===== config.mk =====
export PLATFORM = sky130hd
export DESIGN_NAME = jtbubl_rom_slot_flat
export DESIGN_NICKNAME = d
export VERILOG_FILES = /design/src/rtl/jtbubl_rom_slot_pkg.sv /design/src/rtl/jtbubl_rom_slot_if.sv /design/src/rtl/jtbubl_rom_slot.sv /design/src/flat_wrapper.sv
export SDC_FILE = /design/constraint.sdc
export NUM_CORES = 1
export LEC_CHECK = 0
export ABC_AREA = 0
export BUFFER_PORTS_ARGS = -buffer_cell sky130_fd_sc_hd__buf_2
export CAP_MARGIN = 30
export CELL_PAD_IN_SITES_DETAIL_PLACEMENT = 0
export CELL_PAD_IN_SITES_GLOBAL_PLACEMENT = 1
export CORE_ASPECT_RATIO = 0.5
export CORE_UTILIZATION = 30
export DETAILED_ROUTE_END_ITERATION = 6
export PLACE_DENSITY_LB_ADDON = 0.1
export SLEW_MARGIN = 20
export SYNTH_ARGS = -nofsm -noshare
export SYNTH_HDL_FRONTEND = slang
export SYNTH_SLANG_ARGS = --single-unit

===== constraint.sdc =====
create_clock -name clk -period 2.9 [get_ports clk]
set_clock_uncertainty 0.2 [all_clocks]
set_input_delay 0.435 -clock clk [delete_from_list [all_inputs] [get_ports clk]]
set_output_delay 0.435 -clock clk [all_outputs]
set_load 0.02 [all_outputs]

===== src/rtl/jtbubl_rom_slot_pkg.sv =====
// Shared types for the graphics ROM slot: fetch FSM encoding and burst length.
// A slot turns one 32-bit client read into one SDRAM read of BEAT_CNT 16-bit beats.
// Nothing here holds state; it only carries types and constants.
package jtbubl_pkg;

   // Fetch sequencer states: wait for a miss, request, then collect two beats
   typedef enum logic [1:0] {
      ST_IDLE  = 2'd0,
      ST_REQ   = 2'd1,
      ST_BEAT0 = 2'd2,
      ST_BEAT1 = 2'd3
   } slot_state_e;

   // 16-bit beats per 32-bit client word
   localparam int unsigned BEAT_CNT = 2;

endpackage


===== src/rtl/jtbubl_rom_slot_if.sv =====
// Bus bundles around a ROM slot: the graphics client side and the SDRAM port side.
// The client bus is mastered by the fetcher; the SDRAM bus is mastered by the slot.
// No logic lives here, only signal grouping and direction.
interface jtbubl_rom_if #(
   parameter int AW = 18
);
   logic          rom_cs;
   logic [AW-1:0] rom_addr;
   logic [31:0]   rom_data;
   logic          rom_ok;

   modport master (output rom_cs, rom_addr, input  rom_data, rom_ok);
   modport slave  (input  rom_cs, rom_addr, output rom_data, rom_ok);
endinterface

interface jtbubl_sdram_if #(
   parameter int SDW = 22
);
   logic           sdram_req;
   logic [SDW-1:0] sdram_addr;
   logic           sdram_ack;
   logic           data_dst;
   logic [15:0]    data_read;

   modport master (output sdram_req, sdram_addr, input  sdram_ack, data_dst, data_read);
   modport slave  (input  sdram_req, sdram_addr, output sdram_ack, data_dst, data_read);
endinterface


===== src/rtl/jtbubl_rom_slot.sv =====
// Single-client SDRAM read responder with a one-entry 32-bit cache.
// Latency: hit is combinational (same cycle); miss completes one cycle after the second beat.
// Backpressure: sdram_req holds until ack; in-flight fetches always finish; downloading blocks and invalidates.
module jtbubl_rom_slot
   import jtbubl_pkg::*;
#(
   parameter int             AW     = 18,
   parameter int             SDW    = 22,
   parameter logic [SDW-1:0] OFFSET = '0
) (
   input  logic              clk,
   input  logic              rst,
   input  logic              downloading,
   jtbubl_rom_if.slave       rom_bus,
   jtbubl_sdram_if.master    sdram_bus
);

   slot_state_e    state_q;
   logic           req_q;
   logic [SDW-1:0] addr_q;
   logic [AW-2:0]  ftag_q;

   logic [AW-2:0]  tag_q,   tag_d;
   logic           valid_q, valid_d;
   logic [31:0]    data_q,  data_d;

   logic           hit;
   logic           start;
   logic [SDW-1:0] fetch_addr;
   logic           unused_addr_lsb;

   // Client address bit 0 selects a half-word inside the cached 32-bit word and is not needed
   assign unused_addr_lsb = rom_bus.rom_addr[0];

   assign hit        = valid_q && (tag_q == rom_bus.rom_addr[AW-1:1]);
   assign start      = rom_bus.rom_cs && !downloading && !hit;
   assign fetch_addr = OFFSET + SDW'({rom_bus.rom_addr[AW-1:1], 1'b0});

   assign rom_bus.rom_ok        = rom_bus.rom_cs && hit && !downloading;
   assign rom_bus.rom_data      = data_q;
   assign sdram_bus.sdram_req   = req_q;
   assign sdram_bus.sdram_addr  = addr_q;

   // Cache next state: invalidate on a new fetch or download, fill as beats arrive
   always_comb begin
      valid_d = valid_q;
      tag_d   = tag_q;
      data_d  = data_q;
      case (state_q)
         ST_IDLE: begin
            if (start) valid_d = 1'b0;
         end
         ST_BEAT0: begin
            if (sdram_bus.data_dst) data_d[15:0] = sdram_bus.data_read;
         end
         ST_BEAT1: begin
            if (sdram_bus.data_dst) begin
               data_d[31:16] = sdram_bus.data_read;
               tag_d         = ftag_q;
               valid_d       = 1'b1;
            end
         end
         default: ;
      endcase
      // A beat landing during a download is kept out of the cache
      if (downloading) valid_d = 1'b0;
   end

   // Cache registers
   always_ff @(posedge clk or posedge rst) begin
      if (rst) begin
         tag_q   <= '0;
         valid_q <= 1'b0;
         data_q  <= '0;
      end else begin
         tag_q   <= tag_d;
         valid_q <= valid_d;
         data_q  <= data_d;
      end
   end

   // Fetch sequencer with registered request/address; a started fetch is never aborted once acked
   always_ff @(posedge clk or posedge rst) begin
      if (rst) begin
         state_q <= ST_IDLE;
         req_q   <= 1'b0;
         addr_q  <= OFFSET;
         ftag_q  <= '0;
      end else begin
         case (state_q)
            ST_IDLE: begin
               if (start) begin
                  addr_q  <= fetch_addr;
                  ftag_q  <= rom_bus.rom_addr[AW-1:1];
                  req_q   <= 1'b1;
                  state_q <= ST_REQ;
               end
            end
            ST_REQ: begin
               // The downloader owns the controller, so an unacked request is withdrawn
               if (downloading) begin
                  req_q   <= 1'b0;
                  state_q <= ST_IDLE;
               end else if (sdram_bus.sdram_ack) begin
                  req_q   <= 1'b0;
                  state_q <= ST_BEAT0;
               end
            end
            ST_BEAT0: begin
               if (sdram_bus.data_dst) state_q <= ST_BEAT1;
            end
            ST_BEAT1: begin
               if (sdram_bus.data_dst) state_q <= ST_IDLE;
            end
            default: begin
               req_q   <= 1'b0;
               state_q <= ST_IDLE;
            end
         endcase
      end
   end

endmodule


===== src/flat_wrapper.sv =====
// flat-port wrapper written by rule: the top's interface ports become plain ports
module jtbubl_rom_slot_flat import jtbubl_pkg::*;
#(
   parameter int             AW     = 18,
   parameter int             SDW    = 22,
   parameter logic [SDW-1:0] OFFSET = '0
)
  (clk, rst, downloading, rom_bus_rom_cs, rom_bus_rom_addr, rom_bus_rom_data, rom_bus_rom_ok, sdram_bus_sdram_req, sdram_bus_sdram_addr, sdram_bus_sdram_ack, sdram_bus_data_dst, sdram_bus_data_read);
  jtbubl_rom_if #(.AW(AW)) rom_bus_i ();
  jtbubl_sdram_if #(.SDW(SDW)) sdram_bus_i ();
  input  logic clk;
  input  logic rst;
  input  logic downloading;
  input wire logic [$bits(rom_bus_i.rom_cs)-1:0] rom_bus_rom_cs;
  input wire logic [$bits(rom_bus_i.rom_addr)-1:0] rom_bus_rom_addr;
  output wire logic [$bits(rom_bus_i.rom_data)-1:0] rom_bus_rom_data;
  output wire logic [$bits(rom_bus_i.rom_ok)-1:0] rom_bus_rom_ok;
  output wire logic [$bits(sdram_bus_i.sdram_req)-1:0] sdram_bus_sdram_req;
  output wire logic [$bits(sdram_bus_i.sdram_addr)-1:0] sdram_bus_sdram_addr;
  input wire logic [$bits(sdram_bus_i.sdram_ack)-1:0] sdram_bus_sdram_ack;
  input wire logic [$bits(sdram_bus_i.data_dst)-1:0] sdram_bus_data_dst;
  input wire logic [$bits(sdram_bus_i.data_read)-1:0] sdram_bus_data_read;
  assign rom_bus_i.rom_cs = rom_bus_rom_cs;
  assign rom_bus_i.rom_addr = rom_bus_rom_addr;
  assign rom_bus_rom_data = rom_bus_i.rom_data;
  assign rom_bus_rom_ok = rom_bus_i.rom_ok;
  assign sdram_bus_sdram_req = sdram_bus_i.sdram_req;
  assign sdram_bus_sdram_addr = sdram_bus_i.sdram_addr;
  assign sdram_bus_i.sdram_ack = sdram_bus_sdram_ack;
  assign sdram_bus_i.data_dst = sdram_bus_data_dst;
  assign sdram_bus_i.data_read = sdram_bus_data_read;
  jtbubl_rom_slot #(.AW(AW), .SDW(SDW), .OFFSET(OFFSET)) u_core (.clk(clk), .rst(rst), .downloading(downloading), .rom_bus(rom_bus_i), .sdram_bus(sdram_bus_i));
endmodule

==> impl_metrics.sql, run 1 <==
INSERT INTO impl_metrics (metric_group, metric, value, unit) VALUES
('finish', 'number_of_standard_cells_in_the_final_layout_excluding_fillers', '428', ''),
('global_routing', 'number_of_antenna_violations_at_the_first_check_in_global_routing', '0', ''),
('floorplanning', 'die_height', '71.8', 'microns'),
('finish', 'finish.net_count', '328', ''),
('synthesis', 'synth_xor_area_share', '5.10', '%'),
('global_routing', 'first_global_vias', '1958', ''),
('route', 'first_pass_iters', '3', ''),
('synthesis', 'synth_top_family_by_area', 'multiplexers', ''),
('timing', 'setup_repair_after_global_routing_missed_its_margin', 'false', ''),
('clock_network', 'clock_sink_count', '70', ''),
('route', 'routed_via_density', '4.30', ''),
('route', 'antenna_violation_net_count_after_detailed_routing', '0', ''),
('synthesis', 'synth-seq-area-share', '60.0', '%'),
('placement', 'gpl.final_weighted_congestion', '0.636', ''),
('global_routing', 'grt_max_degree', '40', ''),
('floorplanning', 'core_region_area', '0.00945', 'sq mm'),
('clock_network', 'clock_insertion_delay_worst_skew', '0.32', 'ns'),
('finish', 'antenna-diode-count', '0', ''),
('setup_path', 'setup.worst_path.start_class', 'flop', ''),
('pwr', 'power.static_leakage', '1.79', 'nW'),
('route', 'num_vias', '1841', ''),
('pwr', 'relative_contribution_of_combinational_cells_to_total_power', '38.4', '%'),
('clock_network', 'clk_pin_slew', '0.05', 'ns'),
('pwr', 'power.share.clock', '22.6', '%'),
('synthesis', 'synth_simple_gate_area_share', '3.81', '%'),
('setup_path', 'setup.worst_path.class', 'reg -> out', ''),
('route', 'drcViolationCount', '0', ''),
('synthesis', 'synth.yosys.warnings', '0', ''),
('floorplanning', 'die_width', '142', 'microns'),
('pwr', 'internal-power', '2.96', 'mW'),
('placement', 'placement.cell_area', '0.00353', 'sq mm'),
('floorplanning', 'design.portCount', '96', ''),
('clock_network', 'max_clock_buf_depth', '2', ''),
('synthesis', 'synth_adder_area_share', '0', '%'),
('finish', 'areaGrowthSynthToFinish', '30.8', '%'),
('run_status', 'outcome', 'complete, no violations', ''),
('synthesis', 'ys_types', '29', ''),
('timing', 'final_min_period_over_clock_period', '86.8', '%'),
('route', 'avgRoutedWirePerCell', '13.7', 'microns'),
('timing', 'layout_min_cycle_time', '2.52', 'ns'),
('global_routing', 'grtUsageTotal', '12.7', '%'),
('finish', 'regArea', '0.00175', 'sq mm'),
('timing', 'slew-limit-headroom', '53.5', '%'),
('placement', 'pre_cts_ws', '0.529', 'ns'),
('flow_run', 'cap_viol_max_count', '0', ''),
('synthesis', 'netlist_instances', '190', ''),
('floorplanning', 'start_util', '30.9', '%'),
('clock_network', 'cts-buffers-inserted', '9', ''),
('synthesis', 'share_of_the_synthesized_area_in_compound_gates_ao_oa_aoi_oai', '1.93', '%'),
('placement', 'hpwl', '4150', 'microns'),
('finish', 'utilization_after_layout', '40.5', '%'),
('setup_path', 'r2r_setup_slack', '0.93', 'ns'),
('synthesis', 'ys_ff_latch', '70', ''),
('timing', 'hold_viol', '0', ''),
('route', 'detail_route.wirelength', '5860', 'microns'),
('clock_network', 'cts_tree', 'built', ''),
('clock_network', 'clock_tree.htree_level_count', '3', ''),
('setup_path', 'cp-end-kind', 'output port', ''),
('timing', 'setup_violations', '0', ''),
('global_routing', 'global_route.overflow_total', '0', ''),
('clock_network', 'postCtsHoldBufs', '0', ''),
('synthesis', 'synth_area', '0.00292', 'sq mm'),
('timing', 'worstMarginPinSlew', '0.696', 'ns'),
('synthesis', 'synth.top_cell.area_share', '60.0', '%'),
('clock_network', 'root_buffer', 'sky130_fd_sc_hd__clkbuf_16', ''),
('synthesis', 'synth.area.mux_share', '26.5', '%'),
('synthesis', 'area_leader_netlist', 'sky130_fd_sc_hd__dfrtp_1', ''),
('pwr', 'power_switching_share', '34.8', '%'),
('pwr', 'share_seq_of_total_power', '39.0', '%'),
('floorplanning', 'std_cell_rows', '25', ''),
('setup_path', 'required', '2.27', 'ns');
==> cell usage in the layout (no fill, tap or decap), types with 2 or more instances in the layout <==
cell type                   netlist  final
sky130_fd_sc_hd__conb_1           1      5
sky130_fd_sc_hd__buf_4            5      4
sky130_fd_sc_hd__dfrtp_1         70     70
sky130_fd_sc_hd__clkinv_2         0      2
sky130_fd_sc_hd__nor2b_1          2      2
sky130_fd_sc_hd__mux2_4           8      8
sky130_fd_sc_hd__o21ai_0          2      2
sky130_fd_sc_hd__clkbuf_8         0      3
sky130_fd_sc_hd__nand4_1          3      3
sky130_fd_sc_hd__mux2_2          58     58
sky130_fd_sc_hd__clkbuf_16        0      9
sky130_fd_sc_hd__xor2_1           4      4
sky130_fd_sc_hd__buf_2            4     89
sky130_fd_sc_hd__xnor2_1         13     13
sky130_fd_sc_hd__nand3b_1         3      3
==> sequential cells by signal, indices dropped and copies added, names as in the netlist, named ones only <==
register / count
u_core.rom_bus.rom_data: 32
u_core.ftag_q: 17
u_core.tag_q: 17
u_core.sdram_bus.sdram_req: 1
u_core.state_q: 1
u_core.valid_q: 1
==> cells in the mapped netlist (all sizes together) <==
library cell,number
a31oi,1
nor2b,2
and3b,1
mux2,66
a311oi,1
nand3b,3
nor4,1
xor2,4
clkbuf,1
nand3,1
a21oi,1
a21o,1
o21a,1
nand2,1
nand4,3
buf,10
nor3,2
o21ai,2
dfrtp,70
nor2,1
conb,1
inv,1
and3,1
xnor2,13
nor3b,1
==> power groups by stage <==
| stage | Combinational (mW) | Clock, mW | Sequential [mW] |
|---|---|---|---|
| 6_report | 1.74 | 1.03 | 1.77 |
| 5_1_grt | 1.88 | 1.12 | 1.84 |
| 4_1_cts | 1.78 | 1.07 | 1.77 |
| 3_5_place_dp | 1.78 | 0 | 1.78 |
| 3_3_place_gp | 1.75 | 0 | 1.75 |
| 2_1_floorplan | 0.797 | 0 | 2.18 |
==> worst max-delay path, stage by stage (launching register included) <==
cell	delay, ns
sky130_fd_sc_hd__dfrtp_1	0.38
sky130_fd_sc_hd__xor2_1	0.16
sky130_fd_sc_hd__nor4_1	0.27
sky130_fd_sc_hd__and3_2	0.26
sky130_fd_sc_hd__nand2_1	0.09
sky130_fd_sc_hd__nor3b_1	0.20
sky130_fd_sc_hd__buf_2	0.19
==> area by class of cell <==
cell class              instances  area share [%]
clock buffers                  13            7.07
flip-flops and latches         70            45.8
multi-input cells             112            29.1
clock inverters                 3           0.458
inverters                       1          0.0982
repair buffers                 94            13.0
well taps                     135            4.42
==> metal layers <==
layer / global-route usage [%] / up-vias / part of all wire (%)
li1: - / 857 / -
met1: 15.2 / 921 / 45
met2: 20.4 / 56 / 48
met3: 5.48 / 7 / 5.7
met4: 4.66 / 0 / 1.0
met5: 0 / - / 0
==> kinds of logic (layout without fill, tap and decap cells) <==
logic type | after synthesis | count (layout)
DFF | 70 | 70
other | 1 | 5
AOI/OAI and AO/OA | 7 | 7
muxes | 66 | 66
xor gates and xnor gates | 17 | 17
and+or+nand+nor | 17 | 17
buffers and inverters | 12 | 111
==> final timing paths <==
kind / end / cells after the start
setup / recovery: rom_bus_rom_ok / 6
setup reg to reg: u_core.ftag_q[8]$_DFFE_PP0P_ / 6
hold / removal: u_core.rom_bus.rom_data[4]$_DFFE_PP0P_ / 2
max in group asynchronous: u_core.tag_q[10]$_DFFE_PP0P_ / 3
min in group clk: u_core.valid_q$_DFFE_PP0P_ / 2
hold reg to reg: u_core.sdram_bus.sdram_req$_DFFE_PP0P_ / 1
Note: power is estimated with default switching activity, not from simulation.
==> inputs of run 2 (changes only) <==
Settings changed: REMOVE_ABC_BUFFERS set to 1.
==> run 2 against run 1 <==
Net effect: the run now ends with negative hold slack left; worst hold slack got worse by 0.026 ns; critical path depth did not move; sequential power about the same; combinational power about the same; utilization fell by 0.42 points; worst setup slack worse by 0.047 ns; register-to-register slack got worse by 0.27 ns; final cell count decreased by 1.2%; critical path type unchanged; largest power group unchanged.
==> impl_metrics.sql, run 2 (synthesis results as in run 1) <==
INSERT INTO impl_metrics (metric_group, metric, value, unit) VALUES
('run_status', 'outcome', 'finished, violations left', ''),
('run_status', 'failing_checks', 'negative hold slack', ''),
('route', 'detail_route.wirelength', '5800', 'microns'),
('clock_network', 'clock_tree.htree_level_count', '3', ''),
('timing', 'hold_viol', '5', ''),
('route', 'routed_via_density', '4.31', ''),
('route', 'drcViolationCount', '0', ''),
('floorplanning', 'design.portCount', '96', ''),
('setup_path', 'cp-end-kind', 'output port', ''),
('pwr', 'internal-power', '2.92', 'mW'),
('floorplanning', 'die_width', '142', 'microns'),
('global_routing', 'first_global_vias', '1993', ''),
('setup_path', 'critical-path-top-delay-family', 'simple AND/OR/NAND/NOR gates', ''),
('floorplanning', 'start_util', '30.9', '%'),
('setup_path', 'required', '2.27', 'ns'),
('finish', 'areaGrowthSynthToFinish', '29.4', '%'),
('floorplanning', 'floorplan.die_area', '0.0102', 'sq mm'),
('pwr', 'netSwitchingPower', '1.56', 'mW'),
('setup_path', 'crit_path_cell_trace', 'xor2_1, nor4_1, and3_2, nand2_1, nor3b_1, buf_2', ''),
('setup_path', 'setup.worst_path.class', 'reg -> out', ''),
('finish', 'layout_commonest_cell', 'sky130_fd_sc_hd__buf_2', ''),
('clock_network', 'cts_tree', 'built', ''),
('global_routing', 'grt_max_degree', '71', ''),
('setup_path', 'setup.worst_path.start_class', 'flop', ''),
('route', 'avgRoutedWirePerCell', '13.7', 'microns'),
('timing', 'worstMarginPinSlew', '0.804', 'ns'),
('pwr', 'power.static_leakage', '1.77', 'nW'),
('timing', 'finalWorstSetupSlack', '0.336', 'ns'),
('placement', 'gpl.final_weighted_congestion', '0.708', ''),
('floorplanning', 'core_region_area', '0.00945', 'sq mm'),
('setup_path', 'cp_num_buf_inv', '1', ''),
('clock_network', 'max_clock_buf_depth', '2', ''),
('pwr', 'power.total', '4.47', 'mW'),
('clock_network', 'resized_after_cts', '0', ''),
('pwr', 'pwr_density_cell', '1180', 'mW/mm^2'),
('global_routing', 'grt_pass1_wl', '9610', 'microns'),
('placement', 'io_buffers', '89', ''),
('finish', 'final_design_area_no_fill', '0.00378', 'sq mm'),
('global_routing', 'number_of_antenna_violations_at_the_first_check_in_global_routing', '0', ''),
('clock_network', 'clock_sink_count', '70', ''),
('global_routing', 'grtUsageTotal', '12.7', '%'),
('timing', 'setup_repair_after_global_routing_missed_its_margin', 'false', ''),
('clock_network', 'clk_pin_slew', '0.05', 'ns'),
('pwr', 'relative_contribution_of_combinational_cells_to_total_power', '39.0', '%'),
('setup_path', 'worst-endpoint-arrival', '1.93', 'ns'),
('timing', 'setup-tns-final', '0', 'ns'),
('finish', 'layout-drive-gt1-share', '61.1', '%'),
('finish', 'largest_reg_flops', '32', ''),
('route', 'num_vias', '1823', ''),
('placement', 'placement.cell_area', '0.00352', 'sq mm'),
('timing', 'layout_min_cycle_time', '2.56', 'ns'),
('placement', 'pre_cts_ws', '0.445', 'ns'),
('clock_network', 'postCtsHoldBufs', '0', ''),
('route', 'first_pass_iters', '4', ''),
('pwr', 'worst_ir_drop_vdd', '440', 'uV'),
('finish', 'multi_input_gate_area', '0.00111', 'sq mm'),
('placement', 'placedCellCount', '410', ''),
('route', 'detailedRoute.firstIterationViolations', '55', ''),
('pwr', 'share_seq_of_total_power', '39.4', '%'),
('setup_path', 'cp_max_stage_delay', '0.38', 'ns'),
('setup_path', 'critical_path_s_slowest_cell', 'sky130_fd_sc_hd__dfrtp_1', ''),
('timing', 'fin_hold_ws', '-0.00750', 'ns'),
('finish', 'finish.net_count', '326', ''),
('clock_network', 'post_cts.repair.setup_buffers', '0', ''),
('setup_path', 'launch_point_of_the_worst_reg_to_reg_path', 'u_core.tag_q[11]$_DFFE_PP0P_', ''),
('finish', 'layout_common_cells', '89 x sky130_fd_sc_hd__buf_2, 70 x sky130_fd_sc_hd__dfrtp_1, 58 x sky130_fd_sc_hd__mux2_2', ''),
('global_routing', 'global_route.overflow_total', '0', ''),
('timing', 'final_slew_viol_count', '0', ''),
('finish', 'layout.filler_cells', '934', ''),
('clock_network', 'root_buffer', 'sky130_fd_sc_hd__clkbuf_16', ''),
('finish', 'number_of_standard_cells_in_the_final_layout_excluding_fillers', '423', ''),
('clock_network', 'clock_insertion_delay_worst_skew', '0.32', 'ns'),
('timing', 'clock.fmax', '0.390', 'GHz'),
('floorplanning', 'die_height', '71.8', 'microns'),
('setup_path', 'rr_worst_depth', '5', ''),
('finish', 'utilization_after_layout', '40.0', '%'),
('timing', 'final_min_period_over_clock_period', '88.4', '%'),
('min_path', 'path_class_of_the_lowest_slack_min_delay_path', 'in -> async', ''),
('pwr', 'power_switching_share', '34.8', '%'),
('floorplanning', 'std_cell_rows', '25', ''),
('finish', 'antenna-diode-count', '0', ''),
('placement', 'hpwl', '3900', 'microns'),
('setup_path', 'r2r_setup_slack', '0.66', 'ns'),
('flow_run', 'cap_viol_max_count', '0', ''),
('setup_path', 'critical_path_peak_fanout', '2', ''),
('finish', 'regArea', '0.00175', 'sq mm'),
('timing', 'setup_violations', '0', ''),
('route', 'antenna_violation_net_count_after_detailed_routing', '0', ''),
('setup_path', 'regToRegEndpoint', 'u_core.ftag_q[3]$_DFFE_PP0P_', ''),
('pwr', 'power.share.clock', '21.6', '%'),
('clock_network', 'cts-buffers-inserted', '9', ''),
('setup_path', 'setup.worst_path.start', 'u_core.tag_q[11]$_DFFE_PP0P_', ''),
('timing', 'slew-limit-headroom', '46.3', '%');
## run 2: tightest hold or removal path, delay by kind of cell
kind     cells  cell delay (ns)
buf+inv      3             0.48
## run 2: final cells by class
cell class	count	share of cell area (%)
flip-flops and latches	70	46.3
multi-input cells	112	29.5
repair buffers	92	12.7
clock buffers	11	6.68
well taps	135	4.47
clock inverters	2	0.265
inverters	1	0.0993
## run 2: layer usage
| metal | share of wire [%] | vias to the layer above | track usage (%) |
|---|---|---|---|
| met4 | 0.69 | 0 | 4.30 |
| li1 | - | 850 | - |
| met1 | 43 | 913 | 14.0 |
| met5 | 0 | - | 0 |
| met3 | 5.8 | 5 | 6.15 |
| met2 | 50 | 55 | 21.7 |
## run 2: worst max path at each step
| stage | slack (ns) | to | cells past startpoint |
|---|---|---|---|
| floorplan | 0.50 | async pin | 1 |
| global placement | 0.45 | rom_bus_rom_ok | 7 |
| detailed placement | 0.45 | u_core.ftag_q[15]$_DFFE_PP0P_ | 6 |
| CTS | 0.25 | rom_bus_rom_ok | 6 |
| global route | 0.11 | rom_bus_rom_ok | 6 |
| finish | 0.34 | rom_bus_rom_ok | 6 |
## run 2: power by group through the flow
| stage | registers (mW) | logic, mW | clock network, mW |
|---|---|---|---|
| 2_1_floorplan | 2.19 | 0.771 | 0 |
| 3_3_place_gp | 1.75 | 1.75 | 0 |
| 3_5_place_dp | 1.78 | 1.77 | 0 |
| 4_1_cts | 1.77 | 1.78 | 1.01 |
| 5_1_grt | 1.83 | 1.88 | 1.05 |
| 6_report | 1.76 | 1.74 | 0.967 |
